$ cat config.mk
export PLATFORM = sky130hd
export DESIGN_NAME = uart_tx_fifo_drain
export DESIGN_NICKNAME = d
export VERILOG_FILES = /design/src/rtl/uart_tx_fifo_drain.sv
export SDC_FILE = /design/constraint.sdc
export NUM_CORES = 1
export LEC_CHECK = 0
export CAP_MARGIN = 20
export CORE_UTILIZATION = 40
export CTS_CLUSTER_SIZE = 28
export DETAILED_ROUTE_END_ITERATION = 10
export GPL_ROUTABILITY_DRIVEN = 0
export SKIP_CTS_REPAIR_TIMING = 1
export SKIP_LAST_GASP = 1
export SYNTH_ARGS = -nofsm -noshare
export SYNTH_HDL_FRONTEND = slang
export SYNTH_SLANG_ARGS = --single-unit
$ cat constraint.sdc
create_clock -name clk -period 1.87 [get_ports clk]
set_input_delay 0.187 -clock clk [delete_from_list [all_inputs] [get_ports clk]]
set_output_delay 0.187 -clock clk [all_outputs]
set_load 0.01 [all_outputs]
$ cat src/rtl/uart_tx_fifo_drain.sv
// uart_tx_fifo_drain
//   Serial transmitter placed directly after an 8-bit synchronous FIFO.
//   Pops one byte at a time through the FIFO read port and sends it as a
//   UART frame: start bit, 8 data bits LSB first, optional parity bit,
//   then 1 or 2 stop bits. While enable is high it keeps draining the FIFO
//   frame after frame.
//
// Parameters
//   CLKS_PER_BIT  clk cycles per serial bit (>= 2)
//   PARITY_EN     1 = insert a parity bit after the data bits
//   PARITY_ODD    0 = even parity, 1 = odd parity
//   STOP_BITS     number of stop bits (1 or 2)
//
// Ports
//   clk         clock, all logic on the rising edge
//   rst         synchronous active-high reset
//   enable      allows new frames to start
//   fifo_empty  FIFO empty flag, only looked at while idle
//   fifo_data   FIFO read data, valid the cycle after fifo_rd_en
//   fifo_rd_en  one-cycle FIFO read strobe per byte (registered)
//   tx          serial line, idle high (registered)
//   busy        high whenever a byte is being fetched or sent (registered)
//   byte_done   one-cycle pulse on the last cycle of each frame (registered)
module uart_tx_fifo_drain #(
  parameter int CLKS_PER_BIT = 868,
  parameter int PARITY_EN    = 0,
  parameter int PARITY_ODD   = 0,
  parameter int STOP_BITS    = 1
) (
  input  logic       clk,
  input  logic       rst,
  input  logic       enable,
  input  logic       fifo_empty,
  input  logic [7:0] fifo_data,
  output logic       fifo_rd_en,
  output logic       tx,
  output logic       busy,
  output logic       byte_done
);

  localparam int CW = (CLKS_PER_BIT > 1) ? $clog2(CLKS_PER_BIT) : 1;
  localparam logic [CW-1:0] BAUD_LAST = CW'(CLKS_PER_BIT - 1);
  // byte_done is registered, so it is raised one cycle before the final cycle
  localparam logic [CW-1:0] BAUD_PRE  = CW'(CLKS_PER_BIT - 2);
  localparam logic          STOP_LAST = (STOP_BITS == 2) ? 1'b1 : 1'b0;
  localparam logic          PAR_EN    = (PARITY_EN != 0) ? 1'b1 : 1'b0;
  localparam logic          PAR_ODD   = (PARITY_ODD != 0) ? 1'b1 : 1'b0;

  typedef enum logic [2:0] {
    IDLE   = 3'd0,
    FETCH  = 3'd1,
    LOAD   = 3'd2,
    START  = 3'd3,
    DATA   = 3'd4,
    PARITY = 3'd5,
    STOP   = 3'd6
  } state_t;

  // Parity of a data byte; odd selects inversion of the XOR reduction
  function automatic logic parity_of(input logic [7:0] d, input logic odd);
    return (^d) ^ odd;
  endfunction

  state_t        state_r;
  logic [CW-1:0] baud_r;
  logic [2:0]    bit_idx_r;
  logic          stop_idx_r;
  logic [7:0]    shift_r;
  logic          parity_r;
  logic          tx_r;
  logic          rd_en_r;
  logic          busy_r;
  logic          done_r;
  logic          bit_end_s;

  assign bit_end_s = (baud_r == BAUD_LAST);

  // Frame sequencer: state, baud counter, shift register and all outputs
  always_ff @(posedge clk) begin
    if (rst) begin
      state_r    <= IDLE;
      baud_r     <= '0;
      bit_idx_r  <= 3'd0;
      stop_idx_r <= 1'b0;
      shift_r    <= 8'h00;
      parity_r   <= 1'b0;
      tx_r       <= 1'b1;
      rd_en_r    <= 1'b0;
      busy_r     <= 1'b0;
      done_r     <= 1'b0;
    end else begin
      rd_en_r <= 1'b0;
      done_r  <= 1'b0;
      case (state_r)
        IDLE: begin
          baud_r     <= '0;
          bit_idx_r  <= 3'd0;
          stop_idx_r <= 1'b0;
          tx_r       <= 1'b1;
          if (enable && !fifo_empty) begin
            state_r <= FETCH;
            rd_en_r <= 1'b1;
            busy_r  <= 1'b1;
          end else begin
            busy_r  <= 1'b0;
          end
        end
        FETCH: begin
          state_r <= LOAD;
        end
        LOAD: begin
          shift_r  <= fifo_data;
          parity_r <= parity_of(fifo_data, PAR_ODD);
          baud_r   <= '0;
          tx_r     <= 1'b0;
          state_r  <= START;
        end
        START: begin
          if (bit_end_s) begin
            baud_r    <= '0;
            bit_idx_r <= 3'd0;
            tx_r      <= shift_r[0];
            state_r   <= DATA;
          end else begin
            baud_r <= baud_r + CW'(1);
          end
        end
        DATA: begin
          if (bit_end_s) begin
            baud_r  <= '0;
            shift_r <= {1'b0, shift_r[7:1]};
            if (bit_idx_r == 3'd7) begin
              if (PAR_EN) begin
                tx_r    <= parity_r;
                state_r <= PARITY;
              end else begin
                tx_r       <= 1'b1;
                stop_idx_r <= 1'b0;
                state_r    <= STOP;
              end
            end else begin
              bit_idx_r <= bit_idx_r + 3'd1;
              // next data bit is the one above the bit currently on the line
              tx_r      <= shift_r[1];
            end
          end else begin
            baud_r <= baud_r + CW'(1);
          end
        end
        PARITY: begin
          if (bit_end_s) begin
            baud_r     <= '0;
            tx_r       <= 1'b1;
            stop_idx_r <= 1'b0;
            state_r    <= STOP;
          end else begin
            baud_r <= baud_r + CW'(1);
          end
        end
        STOP: begin
          tx_r <= 1'b1;
          if (baud_r == BAUD_PRE && stop_idx_r == STOP_LAST) begin
            done_r <= 1'b1;
          end
          if (bit_end_s) begin
            baud_r <= '0;
            if (stop_idx_r == STOP_LAST) begin
              busy_r  <= 1'b0;
              state_r <= IDLE;
            end else begin
              stop_idx_r <= 1'b1;
            end
          end else begin
            baud_r <= baud_r + CW'(1);
          end
        end
        default: begin
          state_r    <= IDLE;
          baud_r     <= '0;
          bit_idx_r  <= 3'd0;
          stop_idx_r <= 1'b0;
          tx_r       <= 1'b1;
          busy_r     <= 1'b0;
        end
      endcase
    end
  end

  assign fifo_rd_en = rd_en_r;
  assign tx         = tx_r;
  assign busy       = busy_r;
  assign byte_done  = done_r;

endmodule

; After elaboration in Yosys (flattened, before gate mapping)
; Index checks and enable logic that the tools add are counted.
[op_classes]
add_sub_neg = 2
reduce_logical = 17
n_eq_ne = 17
mux = 32
n_bitwise = 7
[ops]
columns = op, count
row1 = two-way mux 3 bit, 10
row2 = one-hot mux 3 bit (7 select lines), 1
row3 = == test 10 bit (second input constant), 2
row4 = one-hot mux 10 bit (2 select lines), 1
row5 = inequality test 2 bit (second input constant), 8
row6 = one-hot mux 8 bit (2 select lines), 1
row7 = two-way mux 1 bit, 13
row8 = == test 3 bit (second input constant), 4
row9 = adder 10 x 1 -> 10 bit (second input constant), 1
row10 = two-way mux 10 bit, 1
row11 = one-hot mux 3 bit (3 select lines), 1
row12 = two-way mux 8 bit, 1
row13 = AND reduction 4 bit, 2
row14 = OR reduction 4 bit, 2
row15 = NOT 1 bit, 7
row16 = AND reduction 7 bit, 1
row17 = == test 3 x 2 -> 1 bit (second input constant), 2
row18 = one-hot mux 1 bit (5 select lines), 1
row19 = AND reduction 5 bit, 1
row20 = OR reduction 5 bit, 1
row21 = one-hot mux 1 bit (4 select lines), 1
row22 = OR reduction 2 bit, 2
row23 = adder 3 x 1 -> 3 bit (second input constant), 1
row24 = == test 3 x 1 -> 1 bit (second input constant), 1
row25 = 8 further kinds, 9
[word_totals]
word_cells = 84
out_inout_bits = 4
regBits = 29
inputBits = 12

; Longest topological paths before layout
[depth]
ltp_word = 4
ltp_mapped = 6
depth_no_buf = 6

; Worst setup path after synthesis
; OpenSTA, ideal clock, no wires.
[synth_path]
path_kind = reg2reg
from = register bit_idx_r[0]
to = register bit_idx_r[0]
path_stages_with_launch = 7
t_arrival_ns = 1.612
path_slack_ns = 0.184
setup_time_ns = 0.074
cell_sequence = dfxtp_1 -> ha_1 -> ha_1 -> a211oi_1 -> a21oi_1 -> or4_1 -> a31oi_1
[synth_between]
elab_chain_len = 4
word_cells_on_any_way = 7
cone_classes = add/sub: 1 / eq/ne: 2 / mux: 3 / reduce/logical: 1
[synth_lines]
columns = item, line
row1 = "start, declared", 66  ; logic [2:0] bit_idx_r;
row2 = "start signal, assigned", 142  ; bit_idx_r <= bit_idx_r + 3'd1;
row3 = adder 3 x 1 -> 3 bit, 142
row4 = two-way mux 3 bit, 132  ; if (bit_idx_r == 3'd7) begin
row5 = two-way mux 3 bit, 129  ; if (bit_end_s) begin
row6 = one-hot mux 3 bit (3 select lines), 94  ; case (state_r)
; Several ways; a longest one is shown, not always the timed one. The select of a mux whose other input is x is not followed.
; A chain may end at the register's enable or synchronous reset.

; Final worst setup path
; Ends and elaborated chain as after synthesis.

==> metrics.md <==
| Metric | Value |
|---|---|
| TNS Setup | 0 ps |
| Main synth FF type | dfxtp_1 |
| Pleak | 0.0006448 uW |
| Num CTS Buffers | 3 |
| Final HPWL DP | 2221 um |
| Cell Area, Placed | 1684 sq um |
| Hold Path End | bit_idx_r[2] |
| CTS H-Tree Depth | 1 |
| Clock transition at the registers of the reported paths | 100 ps |
| Sequential element share of the synthesized area | 37.71% |
| Most common cell in the netlist | dfxtp_1 |
| Worst slew margin | 72.85% |
| Die width | 62.96 um |
| R2r worst-path depth | 6 |
| Largest net degree at the start of global routing | 16 |
| Initial DRC Count | 80 |
| Worst setup SP type | register |
| Via count of the first global-routing pass | 1188 |
| Reg2reg start | bit_idx_r[0] |
| Area leader, netlist | dfxtp_1 |
| Clock skew | 6.682 ps |
| Gr usage total | 15.76% |
| Final wirelength | 2988 um |
| Reg2Reg Setup Slack | 120 ps |
| Largest cells by area after synthesis | dfxtp_1, mux2i_1, nor2_1, a211oi_1, ha_1 |
| First-pass GRT wire length | 5050 um |
| Vias per Instance | 5.344 |
| Drc violations | 0 |
| WL/cell | 13.16 um |
| Hold Path Depth | 2 |
| Syn avg cell area | 9.232 sq um |
| Multi-input combinational cell area | 837.1 sq um |
| Crit path DAT | 1950 ps |
| Die area | 3964 sq um |
| Antenna-violating nets left | 0 |
| Final hold vios | 0 |
| N_diodes | 0 |
| Die Y | 62.96 um |
| Setup violations, final | 0 |
| WS Path Type | reg2reg |
| CTS tree | yes |
| Layout Nets | 198 |
| Crit. End Element | register |
| First-pass DRT Iterations | 4 |
| Fmax | 572.8 MHz |
| Row count | 21 |
| Fillers | 324 |
| Commonest cells post-synth | dfxtp_1, nor2_1, a211oi_1, mux2i_1, nand2_1 |
| Status | finished, final reports clean |
| Cells after Synth | 161 |
| Hold Crit Start | bit_idx_r[2] |
| Final Slew Violations | 0 |
| Syn Std Cell Area | 1486 sq um |
| GRT overflow | 0 |
| Sequential cell area | 561.8 sq um |
| Worst flop-to-flop path endpoint | bit_idx_r[0] |
| Latest clock arrival within the worst-skew pair | 270 ps |
| CTS root buffer | clkbuf_8 |
| Flops & latches, synth | 28 |
| Max Root-Sink Buffers | 2 |
| Ys async rst share | 0% |
| Sink Count | 28 |
| Core ar. | 3442 sq um |
| Slew @ Worst Pin | 403.5 ps |
| Area Growth Syn to Fin | 17.85% |
| Buffers on Ports | 15 |
| Fin crit share | 93.36% |
| Share of Yosys cell area claimed by the top area cell type | 37.71% |
| Unrepaired setup endpoints after global routing | no |
| Final worst path period need | 1746 ps |
| Via count | 1213 |
| Antenna violations before repair | 0 |
| Maximum VDD drop | 451.6 uV |
| Maxcap violations | 0 |
| Min-Delay Path Class | reg2reg |
| Layout cells sized above 1 | 15.47% |
| Initial Util | 43.18% |
| Power Density | 777.8 nW/um^2 |
| Number of flops mapped to enable cells by yosys | 0 |
| CP max FO | 4 |
| Synthesis Warnings | 0 |
| Netlist cell types | 41 |
| Design area | 1752 sq um |
| Worst EP required | 2070 ps |
| Synthesized Nets | 177 |
| Io pins | 16 |
-- flip-flops by register name, summed over array words and instances, names as in the netlist --
register,flops
tx,1
busy,1
state_r,3
fifo_rd_en,1
shift_r,8
bit_idx_r,3
baud_r,10
byte_done,1
-- critical path, stage by stage, from the launching register on --
cell      delay (ps)
dfxtp_2          350
ha_1             190
ha_2             210
a211oi_2         210
a21oi_2           70
or4_1            490
a31oi_1          160
-- layer usage --
layer  global-route usage (%)  up-vias  routed length, um
met5                        0        -                  0
met4                    4.942        0                 21
met3                    2.920        2                 71
met2                    24.87       12               1357
met1                    21.48      571               1537
li1                         -      628                  -
-- stage by stage --
step | setup slack (ps) | power (uW) | utilization, % | hold WS (ps) | instances
floorplan | 183.9 | 910.7 | - | 398.0 | 161
global placement | 134.5 | 978.5 | 48.93 | 466.2 | 223
detailed placement | 37.65 | 988.1 | 48.93 | 472.6 | 223
CTS | 4.052 | 1372 | 50.53 | 488.9 | 227
global route | 6.539 | 1444 | 50.89 | 514.3 | 227
finish | 124.2 | 1362 | 50.89 | 483.6 | 227
-- report_power, final --
part | internal (uW) | total (uW) | switching, uW
Sequential | 645 | 686 | 40.2
Clock | 189 | 380 | 191
Combinational | 144 | 297 | 153
Total | 978 | 1360 | 384
-- area by class of cell --
type | count | share of cell area [%]
Multi-Input combinational cell | 121 | 47.79
Timing Repair Buffer | 26 | 13.29
Sequential cell | 28 | 32.07
Clock buffer | 4 | 3.143
Tap cell | 46 | 3.286
Inverter | 2 | 0.4286
-- how the worst max path moves through the flow --
stage                  from           end  slack, ps
2_1_floorplan  bit_idx_r[0]  bit_idx_r[0]        180
3_3_place_gp   bit_idx_r[0]  bit_idx_r[0]        130
3_5_place_dp   bit_idx_r[0]  bit_idx_r[0]         40
4_1_cts        bit_idx_r[0]  bit_idx_r[0]          4
5_1_grt           baud_r[1]    shift_r[6]          7
6_report       bit_idx_r[0]  bit_idx_r[0]        120
-- placed cells by master, fill, tap and decap left out, types with 2 or more instances in the layout --
cell	netlist	layout
a211oi_1	9	8
a211oi_2	1	2
a21oi_1	7	6
a31oi_1	4	4
and3_1	2	2
buf_4	0	11
clkbuf_8	3	4
clkdlybuf4s50_1	0	15
dfxtp_1	28	27
ha_1	4	3
inv_1	2	2
mux2i_1	8	8
nand2_1	8	8
nand2b_1	4	4
nand3_1	4	4
nand4_1	5	5
nor2_1	21	21
nor3_1	6	6
nor3b_1	3	3
nor4_1	3	3
o21ai_0	3	3
o2bb2ai_1	2	2
or3_1	2	2
or3b_1	2	2
xnor2_1	4	4
xor2_1	5	5
-- logic make-up after synthesis --
logic type	share of synthesized area, %
AND/OR/NAND/NOR	26.43
buffers and inverters	6.734
multiplexers	5.387
XOR/XNOR	5.303
AO/OA/AOI/OAI	15.07
flip-flops	37.71
adder cells (fa/ha/maj)	3.367
No activity file was read; power rests on OpenSTA's default activity.
